==> config.mk <==
export PLATFORM = sky130hd
export DESIGN_NAME = adc_spi_responder
export DESIGN_NICKNAME = d
export VERILOG_FILES = /design/src/rtl/adc_spi_responder_pkg.sv /design/src/rtl/adc_spi_responder_pin_sync.sv /design/src/rtl/adc_spi_responder.sv
export SDC_FILE = /design/constraint.sdc
export NUM_CORES = 1
export LEC_CHECK = 0
export BUFFER_PORTS_ARGS = -buffer_cell sky130_fd_sc_hd__buf_2
export CAP_MARGIN = 20
export CORE_MARGIN = 10
export CORE_UTILIZATION = 33
export DETAILED_ROUTE_END_ITERATION = 10
export GPL_TIMING_DRIVEN = 0
export PLACE_DENSITY = 0.46
export SLEW_MARGIN = 0
export SYNTH_ARGS = -nofsm -noshare
export SYNTH_HDL_FRONTEND = slang
export SYNTH_HIERARCHICAL = 1
export SYNTH_SLANG_ARGS = --single-unit
==> constraint.sdc <==
create_clock -name clk -period 1.8 [get_ports clk]
set_input_delay 0.27 -clock clk [delete_from_list [all_inputs] [get_ports clk]]
set_output_delay 0.27 -clock clk [all_outputs]
set_load 0.1 [all_outputs]
==> src/rtl/adc_spi_responder_pkg.sv <==
// Shared definitions for the serial ADC responder: FSM state codes and frame geometry.
package adc_spi_responder_pkg;

    localparam int unsigned FRAME_LEN = 16;
    localparam int unsigned CNT_W     = 5;
    localparam int unsigned COUNT_W   = 8;

    typedef enum logic [1:0] {
        ST_IDLE  = 2'b00,
        ST_SHIFT = 2'b01,
        ST_HOLD  = 2'b10
    } state_e;

endpackage

==> src/rtl/adc_spi_responder_pin_sync.sv <==
// Multi-flop synchronizer for an asynchronous pin, followed by a registered edge detector.
module pin_sync #(
    parameter int unsigned SYNC_STAGES = 2,
    parameter logic        RESET_VAL   = 1'b1
) (
    input  logic clk,
    input  logic reset,
    input  logic pin,
    output logic level,
    output logic rise,
    output logic fall
);

    logic [SYNC_STAGES-1:0] sync_q;
    logic                   level_q;
    logic                   rise_q;
    logic                   fall_q;

    // level_q is the extra flop behind the synchronizer; edges compare it against the last stage
    always_ff @(posedge clk or posedge reset) begin
        if (reset) begin
            sync_q  <= {SYNC_STAGES{RESET_VAL}};
            level_q <= RESET_VAL;
            rise_q  <= 1'b0;
            fall_q  <= 1'b0;
        end else begin
            sync_q  <= {sync_q[SYNC_STAGES-2:0], pin};
            level_q <= sync_q[SYNC_STAGES-1];
            rise_q  <= sync_q[SYNC_STAGES-1] & ~level_q;
            fall_q  <= ~sync_q[SYNC_STAGES-1] & level_q;
        end
    end

    assign level = level_q;
    assign rise  = rise_q;
    assign fall  = fall_q;

endmodule

==> src/rtl/adc_spi_responder.sv <==
// SPI responder emulating a 12-bit serial ADC: serves the held sample as a
// zero-led 16-bit frame, shifting on master sclk falls seen through synchronizers.
module adc_spi_responder
    import adc_spi_responder_pkg::*;
#(
    parameter int unsigned DATA_W      = 12,
    parameter int unsigned LEAD_ZEROS  = 4,
    parameter int unsigned SYNC_STAGES = 2
) (
    input  logic               clk,
    input  logic               reset,
    input  logic [DATA_W-1:0]  sample,
    input  logic               sample_valid,
    input  logic               cs_n,
    input  logic               sclk,
    output logic               sdata,
    output logic               sdata_oe,
    output logic               busy,
    output logic               frame_done,
    output logic [COUNT_W-1:0] frame_count
);

    localparam int unsigned FRAME_W = LEAD_ZEROS + DATA_W;

    logic cs_rise;
    logic cs_fall;
    logic cs_level_unused;
    logic sclk_fall;
    logic sclk_rise_unused;
    logic sclk_level_unused;

    pin_sync #(
        .SYNC_STAGES (SYNC_STAGES),
        .RESET_VAL   (1'b1)
    ) u_cs_sync (
        .clk   (clk),
        .reset (reset),
        .pin   (cs_n),
        .level (cs_level_unused),
        .rise  (cs_rise),
        .fall  (cs_fall)
    );

    pin_sync #(
        .SYNC_STAGES (SYNC_STAGES),
        .RESET_VAL   (1'b1)
    ) u_sclk_sync (
        .clk   (clk),
        .reset (reset),
        .pin   (sclk),
        .level (sclk_level_unused),
        .rise  (sclk_rise_unused),
        .fall  (sclk_fall)
    );

    state_e               state_q, state_d;
    logic [FRAME_W-1:0]   shift_q, shift_d;
    logic [CNT_W-1:0]     bit_cnt_q, bit_cnt_d;
    logic [DATA_W-1:0]    hold_q, hold_d;
    logic                 sdata_q, sdata_d;
    logic                 oe_q, oe_d;
    logic                 busy_q, busy_d;
    logic                 done_q, done_d;
    logic [COUNT_W-1:0]   count_q, count_d;
    logic [FRAME_W-1:0]   load_word;

    always_ff @(posedge clk or posedge reset) begin
        if (reset) begin
            state_q   <= ST_IDLE;
            shift_q   <= '0;
            bit_cnt_q <= '0;
            hold_q    <= '0;
            sdata_q   <= 1'b0;
            oe_q      <= 1'b0;
            busy_q    <= 1'b0;
            done_q    <= 1'b0;
            count_q   <= '0;
        end else begin
            state_q   <= state_d;
            shift_q   <= shift_d;
            bit_cnt_q <= bit_cnt_d;
            hold_q    <= hold_d;
            sdata_q   <= sdata_d;
            oe_q      <= oe_d;
            busy_q    <= busy_d;
            done_q    <= done_d;
            count_q   <= count_d;
        end
    end

    always_comb begin
        state_d   = state_q;
        shift_d   = shift_q;
        bit_cnt_d = bit_cnt_q;
        sdata_d   = sdata_q;
        oe_d      = oe_q;
        done_d    = 1'b0;
        count_d   = count_q;
        hold_d    = sample_valid ? sample : hold_q;
        // a sample arriving on the frame-start cycle bypasses the hold register
        load_word = FRAME_W'(sample_valid ? sample : hold_q);

        unique case (state_q)
            ST_IDLE: begin
                if (cs_fall) begin
                    shift_d   = load_word;
                    bit_cnt_d = '0;
                    sdata_d   = load_word[FRAME_W-1];
                    oe_d      = 1'b1;
                    state_d   = ST_SHIFT;
                end
            end
            ST_SHIFT: begin
                // chip-select release wins over a coincident sclk fall, even the last one
                if (cs_rise) begin
                    oe_d    = 1'b0;
                    sdata_d = 1'b0;
                    state_d = ST_IDLE;
                end else if (sclk_fall) begin
                    shift_d   = shift_q << 1;
                    bit_cnt_d = bit_cnt_q + CNT_W'(1);
                    if (bit_cnt_q == CNT_W'(FRAME_W - 1)) begin
                        oe_d    = 1'b0;
                        sdata_d = 1'b0;
                        done_d  = 1'b1;
                        count_d = count_q + COUNT_W'(1);
                        state_d = ST_HOLD;
                    end else begin
                        sdata_d = shift_q[FRAME_W-2];
                    end
                end
            end
            ST_HOLD: begin
                if (cs_rise) begin
                    state_d = ST_IDLE;
                end
            end
            default: begin
                oe_d    = 1'b0;
                sdata_d = 1'b0;
                state_d = ST_IDLE;
            end
        endcase

        busy_d = (state_d != ST_IDLE);
    end

    assign sdata       = sdata_q;
    assign sdata_oe    = oe_q;
    assign busy        = busy_q;
    assign frame_done  = done_q;
    assign frame_count = count_q;

endmodule

==> results of run 1 <==
## critical path, stage by stage, from the launching register on
cell and delay [ns]:
dfrtp_1 0.40, ha_1 0.19, and3_4 0.20, ha_4 0.15, nand2_4 0.10, nor3_4 0.22
mux2_2 0.35
## where the power goes
part / total, mW / internal [mW] / switching [mW] / leakage, nW
combinational: 0.746 / 0.422 / 0.324 / 0.698
clock: 0.701 / 0.280 / 0.421 / 0.0485
sequential: 1.57 / 1.45 / 0.111 / 0.680
## registers in the layout (all words and copies together) (netlist names), 2 cells and up
name,count
hold_q,12
u_sclk_sync/sync_q,2
bit_cnt_q,5
shift_q,15
frame_count,8
u_cs_sync/sync_q,2
state_q,2
## how the worst max path moves through the flow
stage,start,to,slack (ns),cells past startpoint
global route,bit_cnt_q[1],frame_count[1],-0.02,6
detailed placement,bit_cnt_q[0],frame_count[1],-0.17,6
floorplan,frame_count[2],frame_count[5],0.02,3
global placement,reset,frame_count[0],-0.49,2
CTS,u_cs_sync/rise,shift_q[1],0.005,5
finish,bit_cnt_q[1],frame_count[1],0.08,6
## what timing repair did
item | CTS | global route
pin swaps | 1 | 1
setup buffers | 1 | 9
endpoints found under the setup margin | 6 | 12
endpoints found under the hold margin | 12 | 0
resized for setup | 4 | 3
hold buffers | 1 | 0
## area by class of cell
| type | instances | area, µm² |
|---|---|---|
| Buffer | 8 | 71.3 |
| Clock buffer | 5 | 68.8 |
| Clock inverter | 3 | 22.5 |
| Fill cell | 713 | 4300 |
| Inverter | 12 | 45.0 |
| Multi-Input combinational cell | 107 | 991 |
| Sequential cell | 55 | 1390 |
| Tap cell | 99 | 124 |
| Timing Repair Buffer | 40 | 245 |
## cells in the final DEF (no fill, tap or decap), types with 3 or more instances in the layout
| cell | count |
|---|---|
| dfrtp_1 | 47 |
| clkbuf_8 | 5 |
| mux2_2 | 23 |
| mux2_4 | 14 |
| buf_6 | 5 |
| xor2_1 | 7 |
| nor4_1 | 5 |
| nor2_1 | 6 |
| o21ai_0 | 4 |
| dfstp_2 | 6 |
| nand2b_1 | 3 |
| buf_4 | 10 |
| nand2_1 | 7 |
| buf_2 | 31 |
| mux2i_1 | 4 |
| inv_1 | 11 |
## per-layer routing
| layer | vias to the layer above | wire length (µm) |
|---|---|---|
| met5 | - | 0 |
| met2 | 23 | 2110 |
| li1 | 719 | - |
| met1 | 728 | 2280 |
| met4 | 0 | 55 |
| met3 | 5 | 209 |
## through the flow
step / setup TNS, ns / power [mW] / instance area [µm²] / setup slack [ns] / hold WS (ns)
after floorplan: 0 / 2.11 / 2460 / 0.0236 / 0.0339
after global placement: -16.09 / 2.25 / 2720 / -0.489 / 0.172
after detailed placement: -0.277 / 2.27 / 2740 / -0.170 / 0.193
after CTS: 0 / 2.98 / 2870 / 0.00543 / 0.0354
after global routing: -0.0578 / 3.20 / 2950 / -0.0246 / 0.0221
final: 0 / 3.01 / 2950 / 0.0776 / 0.0500
==> out/results.ini, run 1 <==
[die]
initial_core_util=0.338
ioPinCount=29
die-height_um=106
num_rows=31
dieArea_mm2=0.0113
die_w_um=106
core_area_mm2=0.00725

[run]
maxCapViolCount=0

[clock_network]
h-tree-depth=2
cts_sinks=55
cts_buffers=5
cts_tree=done
path_clk_slew_ns=0.10
insertion_delay_ns=0.32
cts_root_buffer=clkbuf_8
cts_buffer_depth=2

[placed_design]
dp.cells=310
hpwl_um=3190
gp_congestion=0.696
port_buffers=28

[power_and_ir_drop]
leakage_nw=1.43
p_per_area_mw_per_mm2=1020
vdd_ir_drop_max_mv=0.365

[global_route]
grt_start_max_net_pins=38
gr-max-usage-layer=met2
overflow=0
grtUsageTotal=0.0833
grt_use_met3=0.0296
antenna_found_initial=0
grt_pass1_vias=1550
met1_usage=0.107
grt_util_met2=0.127
grt_pass1_wl_um=7710

[layout]
final_nets=249
diodes=0
areaGrowthSynthToFinish_pct=20.4
layout.cells.non_filler=329
drive_above_1_share=0.478
fin_util=0.407

[setup_path]
crit_type=flip-flop to flip-flop
worstSetupEndpointType=flip-flop
cp_data_required_time_ns=1.99
r2r_setup_slack_ns=0.08
startpoint_type=flip-flop
crit_arrival_ns=1.91
timing.rr.end=frame_count[1]
cp_max_fo=9
rr_worst_depth=6
rr_startpoint=bit_cnt_q[1]

[sta]
fin_skew_ns=0.0181
setup_viol_count_final=0
finalCriticalPeriod_ns=1.72
period_share=0.957
slew_headroom=0.674
max_freq_mhz=581
worst_pin_slew_ns=0.492
slew_viol_final=0
hold_viol_final=0

[synth]
synth_nets=202
syn_avg_cell_area_um2=13.5
netlist_area_mm2=0.00245
yosys_warnings=6
synthCells=182

[drt]
first_pass_iters=4
wl_per_cell_um=14.2
detail-route-antenna-nets=0
drt-vias-per-instance=4.48
first_iter_violations=32
via_count=1475
route.detailed.drc=0
wl_um=4660

[run_status]
status=complete, no violations

[hold_path]
hold_path_startpoint=cs_n
hold_depth=1
holdPathEnd=u_cs_sync/sync_q[0]
holdCritPathClass=input pin to flip-flop

(Power assumes the default switching activity.)
==> run 2, diff against run 1 <==
--- a/config.mk
+++ b/config.mk
@@ -5,14 +5,17 @@
 export SDC_FILE = /design/constraint.sdc
 export NUM_CORES = 1
 export LEC_CHECK = 0
+export ABC_AREA = 1
 export BUFFER_PORTS_ARGS = -buffer_cell sky130_fd_sc_hd__buf_2
 export CAP_MARGIN = 20
+export CELL_PAD_IN_SITES_DETAIL_PLACEMENT = 2
+export CELL_PAD_IN_SITES_GLOBAL_PLACEMENT = 2
 export CORE_MARGIN = 10
 export CORE_UTILIZATION = 33
 export DETAILED_ROUTE_END_ITERATION = 10
 export GPL_TIMING_DRIVEN = 0
-export PLACE_DENSITY = 0.46
-export SLEW_MARGIN = 0
+export PLACE_DENSITY = 0.71
+export SLEW_MARGIN = 20
 export SYNTH_ARGS = -nofsm -noshare
 export SYNTH_HDL_FRONTEND = slang
 export SYNTH_HIERARCHICAL = 1
==> run 2 against run 1 <==
  * Global-route usage increased by 2.5 points
  * Clock skew is 0.0080 ns lower
  * Register-to-register slack better by 0.05 ns
  * Worst setup slack better by 0.048 ns
  * Final cell count up 32%
  * Sequential power is 4% lower
  * Critical path depth increased by 4
  * Maximum frequency increased by 2.8%
  * Power shrank 8.1%
  * Flip-flop and latch count unchanged
  * Synthesized cell count increased by 61%
  * Sequential share of layout area grew 0.75 points
  * Critical endpoint is now frame_count[2]
==> out/results.ini, run 2 <==
[run_status]
status=complete, no violations

[sta]
worst_pin_slew_ns=0.523  ; +0.0309 ns
period_share=0.930  ; -0.0265
max_freq_mhz=597  ; +2.8%
setup_viol_count_final=0  ; unchanged
worst_slack_ns=0.125  ; +0.0477 ns
hold_viol_final=0  ; unchanged
slew_viol_final=0  ; unchanged
fin_skew_ns=0.0101  ; -0.00804 ns
slew_headroom=0.651  ; -0.0234
fin_tns_setup_ns=0  ; unchanged
finalCriticalPeriod_ns=1.67  ; -0.0477 ns

[drt]
first_pass_iters=4  ; unchanged
wl_um=5930  ; +27%
route.detailed.drc=0  ; unchanged
via_count=1947  ; +32%
first_iter_violations=28  ; -13%
detail-route-antenna-nets=0  ; unchanged
wl_per_cell_um=13.7  ; -3.4%
drt-vias-per-instance=4.50  ; +0.30%

[setup_path]
crit_type=flip-flop to flip-flop
worstSetupEndpointType=flip-flop
startpoint_type=flip-flop
crit_arrival_ns=1.87  ; -0.04 ns
cp_max_fo=5  ; -4
cp_data_required_time_ns=1.99  ; about the same

[global_route]
overflow=0  ; unchanged
antenna_found_initial=0  ; unchanged
grt_pass1_vias=2053  ; +32%
grtUsageTotal=0.108  ; +0.0246
grt_pass1_wl_um=10000  ; +30%
grt_start_max_net_pins=25  ; -34%

[layout]
final_nets=353  ; +42%
final_common_cell=nand2_1
top_register=shift_q
diodes=0  ; unchanged
layout.cells.non_filler=433  ; +32%
final_cell_mix=nand2_1 (100), dfrtp_1 (47), inv_1 (44), buf_2 (31), nand3_1 (20)
areaGrowthSynthToFinish_pct=17.1
fin_util=0.399  ; -0.00851
largest_register_ffs=15  ; unchanged
drive_above_1_share=0.207  ; -0.272

[clock_network]
cts_buffers=5  ; unchanged
cts_tree=done
cts_root_buffer=clkbuf_8
cts_buffer_depth=2  ; unchanged
insertion_delay_ns=0.30  ; -0.02 ns
cts_sinks=55  ; unchanged
h-tree-depth=2  ; unchanged
path_clk_slew_ns=0.10  ; about the same

[placed_design]
dp.cells=421  ; +36%
port_buffers=28  ; unchanged
hpwl_um=4570  ; +43%
gp_congestion=0.690  ; -0.92%
dpl_worst_slack_ns=0.0149  ; +0.185 ns

[die]
die_w_um=107  ; +0.48%
dieArea_mm2=0.0114  ; +0.95%
die-height_um=107  ; +0.48%
num_rows=31  ; unchanged
core_area_mm2=0.00729  ; +0.53%
initial_core_util=0.340  ; +0.00215
ioPinCount=29  ; unchanged

[power_and_ir_drop]
comb_power_share=0.218  ; -0.030
pwr-share-clk=0.236  ; +0.003
switching_share=0.309  ; +0.0249
power_mw=2.77  ; -8.1%
p_switching_mw=0.856  ; about the same
leakage_nw=1.51  ; +5.6%
seqPwrFrac=0.547  ; +0.027
p_per_area_mw_per_mm2=952  ; -6.6%
p_int_mw=1.91  ; -11%
vdd_ir_drop_max_mv=0.367  ; +0.47%

[synth]
synthCells=293  ; +61%
yosys_warnings=6  ; unchanged
syn_avg_cell_area_um2=8.47  ; -37%
synth_nets=313  ; +55%
netlist_area_mm2=0.00248  ; +1.2%

[hold_path]
holdCritPathClass=input pin to flip-flop

[run]
maxCapViolCount=0  ; unchanged

run 2: timing repair:
action / CTS / global route
setup endpoints to repair: 1 / 10
endpoints found under the hold margin: 3 / 0
resized for setup: 1 / 9
setup buffers: 0 / 2
gates cloned: 0 / 1
hold buffers: 1 / 0
pin swaps: 0 / 4
run 2: final cells by class:
| class | instances | area, µm² |
|---|---|---|
| Buffer | 8 | 56.3 |
| Clock buffer | 8 | 80.1 |
| Fill cell | 863 | 4380 |
| Inverter | 48 | 180 |
| Multi-Input combinational cell | 182 | 891 |
| Sequential cell | 55 | 1390 |
| Tap cell | 99 | 124 |
| Timing Repair Buffer | 33 | 190 |
run 2: stage by stage:
step                hold slack, ns  area [µm²]
global placement             0.172        2750
global route                0.0417        2910
finish                      0.0615        2910
detailed placement           0.195        2770
CTS                         0.0481        2860
floorplan                   0.0339        2480
run 2: final timing paths:
check | depth (start not counted) | end | startpoint | slack, ns
min | 1 | u_cs_sync/sync_q[0] | cs_n | 0.06
min in group asynchronous | 3 | u_sclk_sync/fall | reset | 0.42
max | 10 | frame_count[2] | bit_cnt_q[1] | 0.13
max in group asynchronous | 4 | frame_count[1] | reset | 0.71
min reg2reg | 0 | u_sclk_sync/sync_q[1] | u_sclk_sync/sync_q[0] | 0.36
max reg2reg | 10 | frame_count[2] | bit_cnt_q[1] | 0.13
run 2: critical path, stage by stage, from the launching register on:
cell and delay, ns:
dfrtp_1 0.39, ha_2 0.21, nand2_2 0.09, nor2_4 0.12
ha_2 0.19, nand3_2 0.10, nor2_4 0.18, buf_6 0.14
nand2_1 0.05, nand2_1 0.05, nand2_1 0.04
run 2: power by group through the flow:
stage | sequential (mW) | clock, mW | combinational (mW)
6_report | 1.51 | 0.652 | 0.603
5_1_grt | 1.54 | 0.733 | 0.697
4_1_cts | 1.52 | 0.695 | 0.588
3_5_place_dp | 1.54 | 0 | 0.582
3_3_place_gp | 1.53 | 0 | 0.550
2_1_floorplan | 1.59 | 0 | 0.361
run 2: layer usage:
layer	vias to the layer above	GRT usage	part of all wire
met2	25	0.182	0.50
met4	0	0.0319	0.012
met3	4	0.0293	0.037
met5	-	0	0
li1	962	-	-
met1	956	0.131	0.45
==> run 3, diff against run 2 <==
--- a/config.mk
+++ b/config.mk
@@ -14,7 +14,7 @@
 export CORE_UTILIZATION = 33
 export DETAILED_ROUTE_END_ITERATION = 10
 export GPL_TIMING_DRIVEN = 0
-export PLACE_DENSITY = 0.71
+export PLACE_DENSITY_LB_ADDON = 0.1
 export SLEW_MARGIN = 20
 export SYNTH_ARGS = -nofsm -noshare
 export SYNTH_HDL_FRONTEND = slang
==> run 3 against run 2 <==
  * Flip-flop and latch count did not move
  * Critical path depth did not move
  * Maximum frequency barely moved
  * Clock-buffer cell count fell by 1
  * Clock power rose by 3.8%
  * Non-clock buffer count rose by 1
  * Critical path type unchanged
  * Highest routed layer unchanged
==> out/results.ini, run 3 (same netlist as run 2, synthesis figures left out) <==
[setup_path]
crit_arrival_ns=1.89  ; +0.02 ns
cp_data_required_time_ns=2.01  ; +0.02 ns
rr_worst_depth=10  ; unchanged
startpoint_type=flip-flop
timing.rr.end=frame_count[2]
r2r_setup_slack_ns=0.13  ; about the same
worstSetupEndpointType=flip-flop
crit_type=flip-flop to flip-flop
rr_startpoint=bit_cnt_q[1]
cp_max_fo=5  ; unchanged

[drt]
wl_per_cell_um=14.0  ; +2.0%
first_pass_iters=4  ; unchanged
route.detailed.drc=0  ; unchanged
via_count=1994  ; +2.4%
wl_um=6060  ; +2.3%
first_iter_violations=49  ; +75%
detail-route-antenna-nets=0  ; unchanged
drt-vias-per-instance=4.59  ; +2.2%

[placed_design]
port_buffers=28  ; unchanged
gp_congestion=0.709  ; +2.8%
dp.cells=421  ; unchanged
hpwl_um=4700  ; +2.8%

[run_status]
status=complete, no violations

[hold_path]
hold_depth=1  ; unchanged
hold_path_startpoint=cs_n
holdPathEnd=u_cs_sync/sync_q[0]
holdCritPathClass=input pin to flip-flop

[sta]
setup_viol_count_final=0  ; unchanged
hold_ws_ns=0.0467  ; -0.0147 ns
fin_skew_ns=0.00500  ; -0.00510 ns
finalCriticalPeriod_ns=1.67  ; -0.000968 ns
slew_headroom=0.671  ; +0.0204
fin_tns_setup_ns=0  ; unchanged
hold_viol_final=0  ; unchanged
slew_viol_final=0  ; unchanged
max_freq_mhz=597  ; about the same
worst_pin_slew_ns=0.497  ; -0.0264 ns
period_share=0.930  ; about the same

[global_route]
grtUsageTotal=0.114  ; +0.00659
grt_pass1_wl_um=10600  ; +5.6%
grt_pass1_vias=2172  ; +5.8%
overflow=0  ; unchanged
antenna_found_initial=0  ; unchanged
grt_start_max_net_pins=27  ; +8.0%

[layout]
seq_area_mm2=0.00139  ; unchanged
top_register=shift_q
num-fill-cells=919  ; +6.5%
largest_register_ffs=15  ; unchanged
final_cell_mix=nand2_1 (100), dfrtp_1 (47), inv_1 (44), buf_2 (31), nand3_1 (20)
layout.cells.non_filler=434  ; +0.23%
final_nets=354  ; +0.28%
drive_above_1_share=0.212  ; +0.00535
final_common_cell=nand2_1
areaGrowthSynthToFinish_pct=17.3
multi_input_area_um2=886  ; -0.56%
diodes=0  ; unchanged

[power_and_ir_drop]
leakage_nw=1.51  ; +0.53%
p_per_area_mw_per_mm2=959  ; +0.71%
vdd_ir_drop_max_mv=0.361  ; -1.7%

[clock_network]
cts_tree=done
cts_root_buffer=clkbuf_8
h-tree-depth=2  ; unchanged
cts_buffers=5  ; unchanged
cts_sinks=55  ; unchanged
path_clk_slew_ns=0.10  ; about the same
insertion_delay_ns=0.31  ; about the same
cts_buffer_depth=2  ; unchanged

[die]
dieArea_mm2=0.0114  ; unchanged
num_rows=31  ; unchanged
ioPinCount=29  ; unchanged
die-height_um=107  ; unchanged
die_w_um=107  ; unchanged
initial_core_util=0.340  ; unchanged
core_area_mm2=0.00729  ; unchanged

[run]
maxCapViolCount=0  ; unchanged

==> run 3: routing by layer <==
metal / GRT usage / share of wire / vias to the layer above
met5: 0 / 0 / -
met4: 0.0329 / 0.012 / 0
met3: 0.0371 / 0.047 / 6
met2: 0.197 / 0.51 / 27
met1: 0.133 / 0.43 / 998
li1: - / - / 963
==> run 3: worst max-delay path, cell delays in order, from the launching register on <==
cell and delay (ns):
dfrtp_1 0.39, ha_2 0.20, nand2_2 0.07, nor2_2 0.14, ha_2 0.20, nand3_2 0.09, nor2_4 0.19, buf_6 0.15
nand2_1 0.05, nand2_1 0.06, nand2_1 0.05
==> run 3: worst max path at each step <==
stage	from	to	slack (ns)	cells after the start
floorplan	frame_count[2]	frame_count[7]	0.05	7
global route	bit_cnt_q[1]	frame_count[2]	-0.02	10
global placement	reset	frame_count[0]	-0.52	2
finish	bit_cnt_q[1]	frame_count[2]	0.13	10
detailed placement	bit_cnt_q[0]	busy	0.01	7
CTS	bit_cnt_q[0]	frame_count[2]	0.02	10
==> run 3: power breakdown <==
group          leakage, nW  internal, mW  total (mW)  switching, mW
clock               0.0422         0.275       0.677          0.402
sequential           0.681          1.42        1.51         0.0916
combinational        0.792         0.212       0.602          0.390
total                 1.51          1.91        2.79          0.884
==> run 3: timing repair <==
item / in CTS / in global routing
endpoints found under the hold margin: 3 / 0
buffers inserted: 0 / 3
gates cloned: 0 / 1
resized for setup: 1 / 8
setup endpoints to repair: 1 / 10
hold buffers: 1 / 0
pin swaps: 0 / 3
==> run 3: layout make-up <==
class,count,share of cell area
clock buffers,7,0.0262
well taps,99,0.0425
flip-flops and latches,55,0.476
clock inverters,1,0.00172
multi-input cells,182,0.304
inverters,48,0.0619
repair buffers,34,0.0679
plain buffers,8,0.0193
==> run 3: metrics by stage <==
step | worst slack [ns] | instance area (µm²) | utilization | power [mW]
after global routing | -0.0196 | 2910 | 0.399 | 3.01
final | 0.126 | 2910 | 0.399 | 2.79
after detailed placement | 0.0111 | 2770 | 0.380 | 2.13
after global placement | -0.524 | 2750 | 0.377 | 2.09
after CTS | 0.0163 | 2860 | 0.392 | 2.82
after floorplan | 0.0520 | 2480 | - | 1.95
